## src/rtl/fp_add_sequencer.sv

```systemverilog
// fp_add_sequencer: registered issue/capture stage around a combinational
// single-precision adder. Operands are latched onto add_para1/add_para2, held
// for LATENCY cycles, then add_out/add_under_overflow are captured into a
// first-word-fall-through result FIFO.
// Optional feature macro: FP_ADD_SEQ_BYPASS_EN (special-operand bypass).
//
// Handshakes (both ports): a transfer happens on a rising edge where
// valid && ready are both high. The source holds its payload while valid is
// high, and ready may depend combinationally on sequencer state only.
module fp_add_sequencer #(
    parameter int LATENCY = 1,
    parameter int DEPTH   = 4
) (
    input  logic        clk,
    input  logic        rst,
    input  logic        in_valid,
    output logic        in_ready,
    input  logic [31:0] in_a,
    input  logic [31:0] in_b,
    input  logic        in_sub,
    output logic [31:0] add_para1,
    output logic [31:0] add_para2,
    input  logic [31:0] add_out,
    input  logic        add_under_overflow,
    output logic        res_valid,
    input  logic        res_ready,
    output logic [31:0] res_data,
    output logic        res_flag,
    output logic        busy
);

    localparam int PW = $clog2(DEPTH);
    localparam int CW = PW + 1;

    typedef enum logic [1:0] {
        S_IDLE   = 2'd0,
        S_EXEC   = 2'd1,
        S_BYPASS = 2'd2
    } state_e;

    state_e        state_q, state_d;
    logic [3:0]    cnt_q, cnt_d;
    logic [31:0]   para1_q, para1_d;
    logic [31:0]   para2_q, para2_d;
    logic [32:0]   mem_q [DEPTH];
    logic [32:0]   mem_d [DEPTH];
    logic [PW-1:0] wr_ptr_q, wr_ptr_d;
    logic [PW-1:0] rd_ptr_q, rd_ptr_d;
    logic [CW-1:0] count_q, count_d;
    logic [32:0]   last_q, last_d;

    logic          accept;
    logic          push;
    logic          pop;
    logic [32:0]   push_word;
    logic [31:0]   b_fix;

    // Subtraction is folded into operand B by flipping its sign bit.
    assign b_fix  = {in_b[31] ^ in_sub, in_b[30:0]};

    assign in_ready  = !rst && (state_q == S_IDLE) && (count_q < CW'(DEPTH));
    assign accept    = in_valid && in_ready;
    assign res_valid = (count_q != '0);
    assign pop       = res_valid && res_ready;
    assign add_para1 = para1_q;
    assign add_para2 = para2_q;
    assign busy      = (state_q != S_IDLE);
    // Head shows through when non-empty; otherwise the last popped entry.
    assign res_data  = res_valid ? mem_q[rd_ptr_q][31:0] : last_q[31:0];
    assign res_flag  = res_valid ? mem_q[rd_ptr_q][32]   : last_q[32];

`ifdef FP_ADD_SEQ_BYPASS_EN
    logic [32:0] byp_q, byp_d;
    logic        special;
    logic [32:0] special_res;

    // Classify special operands (NaN/Inf or zero/denormal exponents) at accept.
    always_comb begin
        special     = 1'b1;
        special_res = 33'd0;
        if (in_a[30:23] == 8'hFF || b_fix[30:23] == 8'hFF) begin
            special_res = {1'b1, 32'h7FC0_0000};
        end else if (in_a[30:23] == 8'h00 && b_fix[30:23] == 8'h00) begin
            special_res = {1'b0, in_a[31] & b_fix[31], 31'd0};
        end else if (in_a[30:23] == 8'h00) begin
            special_res = {1'b0, b_fix};
        end else if (b_fix[30:23] == 8'h00) begin
            special_res = {1'b0, in_a};
        end else begin
            special = 1'b0;
        end
    end
`endif

    // Sequencer FSM: next state, operand registers, settle counter, push request.
    always_comb begin
        state_d   = state_q;
        cnt_d     = cnt_q;
        para1_d   = para1_q;
        para2_d   = para2_q;
        push      = 1'b0;
        push_word = 33'd0;
`ifdef FP_ADD_SEQ_BYPASS_EN
        byp_d     = byp_q;
`endif
        case (state_q)
            S_IDLE: begin
                if (accept) begin
                    para1_d = in_a;
                    para2_d = b_fix;
                    cnt_d   = 4'(LATENCY - 1);
`ifdef FP_ADD_SEQ_BYPASS_EN
                    if (special) begin
                        state_d = S_BYPASS;
                        byp_d   = special_res;
                    end else begin
                        state_d = S_EXEC;
                    end
`else
                    state_d = S_EXEC;
`endif
                end
            end
            S_EXEC: begin
                if (cnt_q == 4'd0) begin
                    push      = 1'b1;
                    push_word = {add_under_overflow, add_out};
                    state_d   = S_IDLE;
                end else begin
                    cnt_d = cnt_q - 4'd1;
                end
            end
            S_BYPASS: begin
`ifdef FP_ADD_SEQ_BYPASS_EN
                push      = 1'b1;
                push_word = byp_q;
`endif
                state_d   = S_IDLE;
            end
            default: state_d = S_IDLE;
        endcase
    end

    // Result FIFO: pointer/count update, storage write and last-popped capture.
    always_comb begin
        mem_d    = mem_q;
        wr_ptr_d = wr_ptr_q;
        rd_ptr_d = rd_ptr_q;
        count_d  = count_q;
        last_d   = last_q;
        if (push) begin
            mem_d[wr_ptr_q] = push_word;
            wr_ptr_d        = wr_ptr_q + PW'(1);
        end
        if (pop) begin
            last_d   = mem_q[rd_ptr_q];
            rd_ptr_d = rd_ptr_q + PW'(1);
        end
        if (push && !pop) begin
            count_d = count_q + CW'(1);
        end else if (pop && !push) begin
            count_d = count_q - CW'(1);
        end
    end

    // State register; reset aborts any in-flight operation and clears the FIFO.
    always_ff @(posedge clk) begin
        if (rst) begin
            state_q  <= S_IDLE;
            cnt_q    <= 4'd0;
            para1_q  <= 32'd0;
            para2_q  <= 32'd0;
            wr_ptr_q <= '0;
            rd_ptr_q <= '0;
            count_q  <= '0;
            last_q   <= 33'd0;
            for (int i = 0; i < DEPTH; i++) begin
                mem_q[i] <= 33'd0;
            end
`ifdef FP_ADD_SEQ_BYPASS_EN
            byp_q    <= 33'd0;
`endif
        end else begin
            state_q  <= state_d;
            cnt_q    <= cnt_d;
            para1_q  <= para1_d;
            para2_q  <= para2_d;
            wr_ptr_q <= wr_ptr_d;
            rd_ptr_q <= rd_ptr_d;
            count_q  <= count_d;
            last_q   <= last_d;
            for (int i = 0; i < DEPTH; i++) begin
                mem_q[i] <= mem_d[i];
            end
`ifdef FP_ADD_SEQ_BYPASS_EN
            byp_q    <= byp_d;
`endif
        end
    end

endmodule

```

## config.mk

```make
export PLATFORM = sky130hd
export DESIGN_NAME = fp_add_sequencer
export DESIGN_NICKNAME = d
export VERILOG_FILES = /design/src/rtl/fp_add_sequencer.sv
export SDC_FILE = /design/constraint.sdc
export NUM_CORES = 1
export LEC_CHECK = 0
export CAP_MARGIN = 25
export CORE_MARGIN = 2
export CORE_UTILIZATION = 30
export DETAILED_ROUTE_END_ITERATION = 16
export DONT_BUFFER_PORTS = 1
export HOLD_SLACK_MARGIN = 0.05
export SLEW_MARGIN = 10
export SYNTH_ARGS = -nofsm -noshare
export SYNTH_HDL_FRONTEND = slang
export SYNTH_SLANG_ARGS = --single-unit
```

## constraint.sdc

```tcl
create_clock -name clk -period 2.53 [get_ports clk]
set_input_delay 0.3795 -clock clk [delete_from_list [all_inputs] [get_ports clk]]
set_output_delay 0.3795 -clock clk [all_outputs]
set_load 0.01 [all_outputs]
```

==> summary.md <==
| Metric | Value |
|---|---|
| GRT Overall Usage | roughly 17% |
| CP Data Arrival Time | between 2000 and 2500 ps |
| Vias in the first global route | around 8,500 |
| Power, Total | ~0.0098 W |
| Flops & latches, synth | between 200 and 250 |
| Slew headroom | a little over half |
| Row cnt | 66 |
| Worst path cell trace | buf_8 -> mux4_2 -> mux2_2 |
| Hold Path Class | primary input to flop |
| P_leak | 4.435 nW |
| Max IR drop VDD | a little under 0.5 mV |
| Sink Count | around 240 |
| Net Count, Synth | 1,211 |
| Drt first pass iters | 5 |
| Avg Inst Size Synth | 9.045 um2 |
| CTS buffer count | 28 |
| Hold Violations, Final | 0 |
| CP max FO | 19 |
| Layout cells sized above 1 | about 13% |
| Die Wd | roughly 190 um |
| Setup Viol. Count Final | 0 |
| MaxCap Viol Count | 0 |
| Area Growth Syn to Fin | 26.02% |
| Asr flop ratio synth | 0% |
| Synth Cell Area | 9967 um2 |
| Max clock buf depth | 3 |
| H-tree depth | 1 |
| Core Box Area | about 33,000 um2 |
| Post-Synthesis Cells | 1,102 |
| Die area | about 35,000 um2 |
| Final WL | 29.62 mm |
| Final antenna-violating net count | 0 |
| Total of warnings raised by yosys | 0 |
| Critical Path Max Stage Delay | 580 ps |
| Crit path kind | flop to primary output |
| Overflow after GRT | 0 |
| Setup TNS | 0 ps |
| Status | finished, final reports clean |
| Num ports | around 200 |
| CP Launch Type | flop |
| Root buffer cell | clkbuf_16 |
| Crit path time final | between 2000 and 2500 ps |
| Post-DR vias/cell | approximately 5.3 |
| Clock slew at reported path FFs | about 60 ps |
| Initial core utilization | a little under a third |
| Worst R2R Setup Slack | roughly 140 ps |
| Largest net degree at the start of global routing | ~140 |
| Crit-path slowest cell | mux4_2 |
| Clock Latency Late Sink | between 500 and 600 ps |
| CTS tree | built |
| RSZ-0062 raised after global routing | no |
| Initial antenna violation count | 2 |
| Fin crit share | a little over nine tenths |
| Slew @ Worst Pin | ~700 ps |
| Post-synth EDFFs | 0 |
| Initial detailed-routing violation count | ~750 |
| P per Cell Area | roughly 780 nW/um2 |
| Max-slew violation count | 0 |
| Top FF cell, synth | dfxtp_1 |
| First-pass GRT wire length | about 46 mm |
| Detail Placement HPWL | about 17 mm |
| Register area share after synthesis | 48.41% |
| Drt wl/cell | 18.08 um |
| Final net count | between 1,000 and 1,500 |
| Worst path required time | approximately 2200 ps |
| Fmax | 0.4120 GHz |
| Synth unique cells | 36 |
| CP Capture Type | primary output |
| PortBufs | 0 |
| Vias | 8,600 |
| DRC | 0 |
| GPL Wtd Cong | between 0.7 and 0.8 |
| Die height | 186.3 um |
| Worst Skew | 7.906 ps |
==> critical path: cells and delay by family (launching register included) <==
family	cells	cell delay, ps
buffers and inverters	1	240
flip-flops	1	360
multiplexers	2	900
==> cells in the mapped netlist (all sizes together) (2+ instances only) <==
cell | n | area (um2)
inv | 12 | 45.04
clkbuf | 72 | 270.3
a21oi | 201 | 1017
a211oi | 2 | 15.01
o2111ai | 2 | 17.52
nand3 | 132 | 660.6
o31ai | 3 | 27.52
o21ai | 134 | 670.6
nor3 | 2 | 10.01
nand2 | 131 | 491.7
a22o | 33 | 289.0
ha | 6 | 75.07
nor2 | 6 | 22.52
buf | 41 | 246.5
mux4 | 33 | 743.2
xor2 | 4 | 35.03
mux2 | 33 | 371.6
or3 | 3 | 18.77
dfxtp | 241 | 4825
==> flip-flops by register name, summed over array words and instances, names as in the netlist <==
signal,flops
cnt_q,4
add_para1,32
add_para2,32
count_q,3
last_q,33
mem_q,132
rd_ptr_q,2
wr_ptr_q,2
state_q,1
==> worst paths after layout <==
| kind | startpoint | endpoint | depth (start not counted) |
|---|---|---|---|
| max | rd_ptr_q[0] | res_data[22] | 3 |
| min | rst | cnt_q[1] | 3 |
| min reg2reg | last_q[7] | last_q[7] | 1 |
| max reg2reg | cnt_q[0] | count_q[1] | 10 |
==> power breakdown <==
group / switching, W / total (W) / internal (W)
Combinational: 0.000914 / 0.00159 / 0.000674
Sequential: 0.000191 / 0.00417 / 0.00397
Clock: 0.00156 / 0.00400 / 0.00244
Total: 0.00267 / 0.00975 / 0.00709
==> cell type report <==
class	instances	area, um2
clock buffers	42	824.5
multi-input cells	736	4628
well taps	442	553.0
fillers	3224	20060
flip-flops and latches	241	4830
clock inverters	8	93.84
diodes	2	5.005
repair buffers	155	1579
inverters	12	47.55
==> cells by family after synthesis <==
logic type,share of synthesized area (%)
AO/OA/AOI/OAI,20.52
XOR/XNOR,0.4393
adder cells (fa/ha/maj),0.9540
buffers and inverters,5.636
flip-flops,48.41
multiplexers,11.29
AND/OR/NAND/NOR,12.75
==> routing by layer <==
metal | GRT usage [%] | routed length (um) | up-vias
li1 | - | - | 4089
met1 | 21.65 | 12740 | 4193
met2 | 27.57 | 14180 | 271
met3 | 3.816 | 2073 | 47
met4 | 5.197 | 624 | 0
met5 | 0 | 0 | -
==> cells in the final DEF (no fill, tap or decap), types with 4 or more instances in the layout <==
master         count
mux2_2            33
inv_1             11
a22o_1            33
buf_4             22
dfxtp_1          239
clkinv_2           5
o21ai_0          134
nand3_1          132
clkbuf_1           8
nand2_1          131
a21oi_1          200
clkbuf_16         29
xor2_1             4
buf_12             4
dlygate4sd3_1    124
nor2_1             5
mux4_2            33
clkbuf_8           5
ha_2               4
==> through the flow <==
step	utilization [%]	cell area, um2	worst slack (ps)	instances	hold slack (ps)
5_1_grt	38.51	12560	6.006	1638	83.31
2_1_floorplan	-	9967	218.7	1102	438.5
6_report	38.51	12560	102.6	1638	91.11
4_1_cts	38.44	12540	20.20	1636	51.61
3_5_place_dp	31.72	10350	407.8	1461	450.7
3_3_place_gp	31.64	10320	416.9	1460	451.6
==> timing repair <==
| action | 4_1_cts | 5_1_grt |
|---|---|---|
| endpoints found under the setup margin | 12 | 71 |
| endpoints found under the hold margin | 208 | 0 |
| cloned | 0 | 0 |
| hold buffers | 125 | 0 |
| resized for setup | 1 | 5 |
| buffers inserted | 0 | 0 |
(Power assumes the default switching activity.)
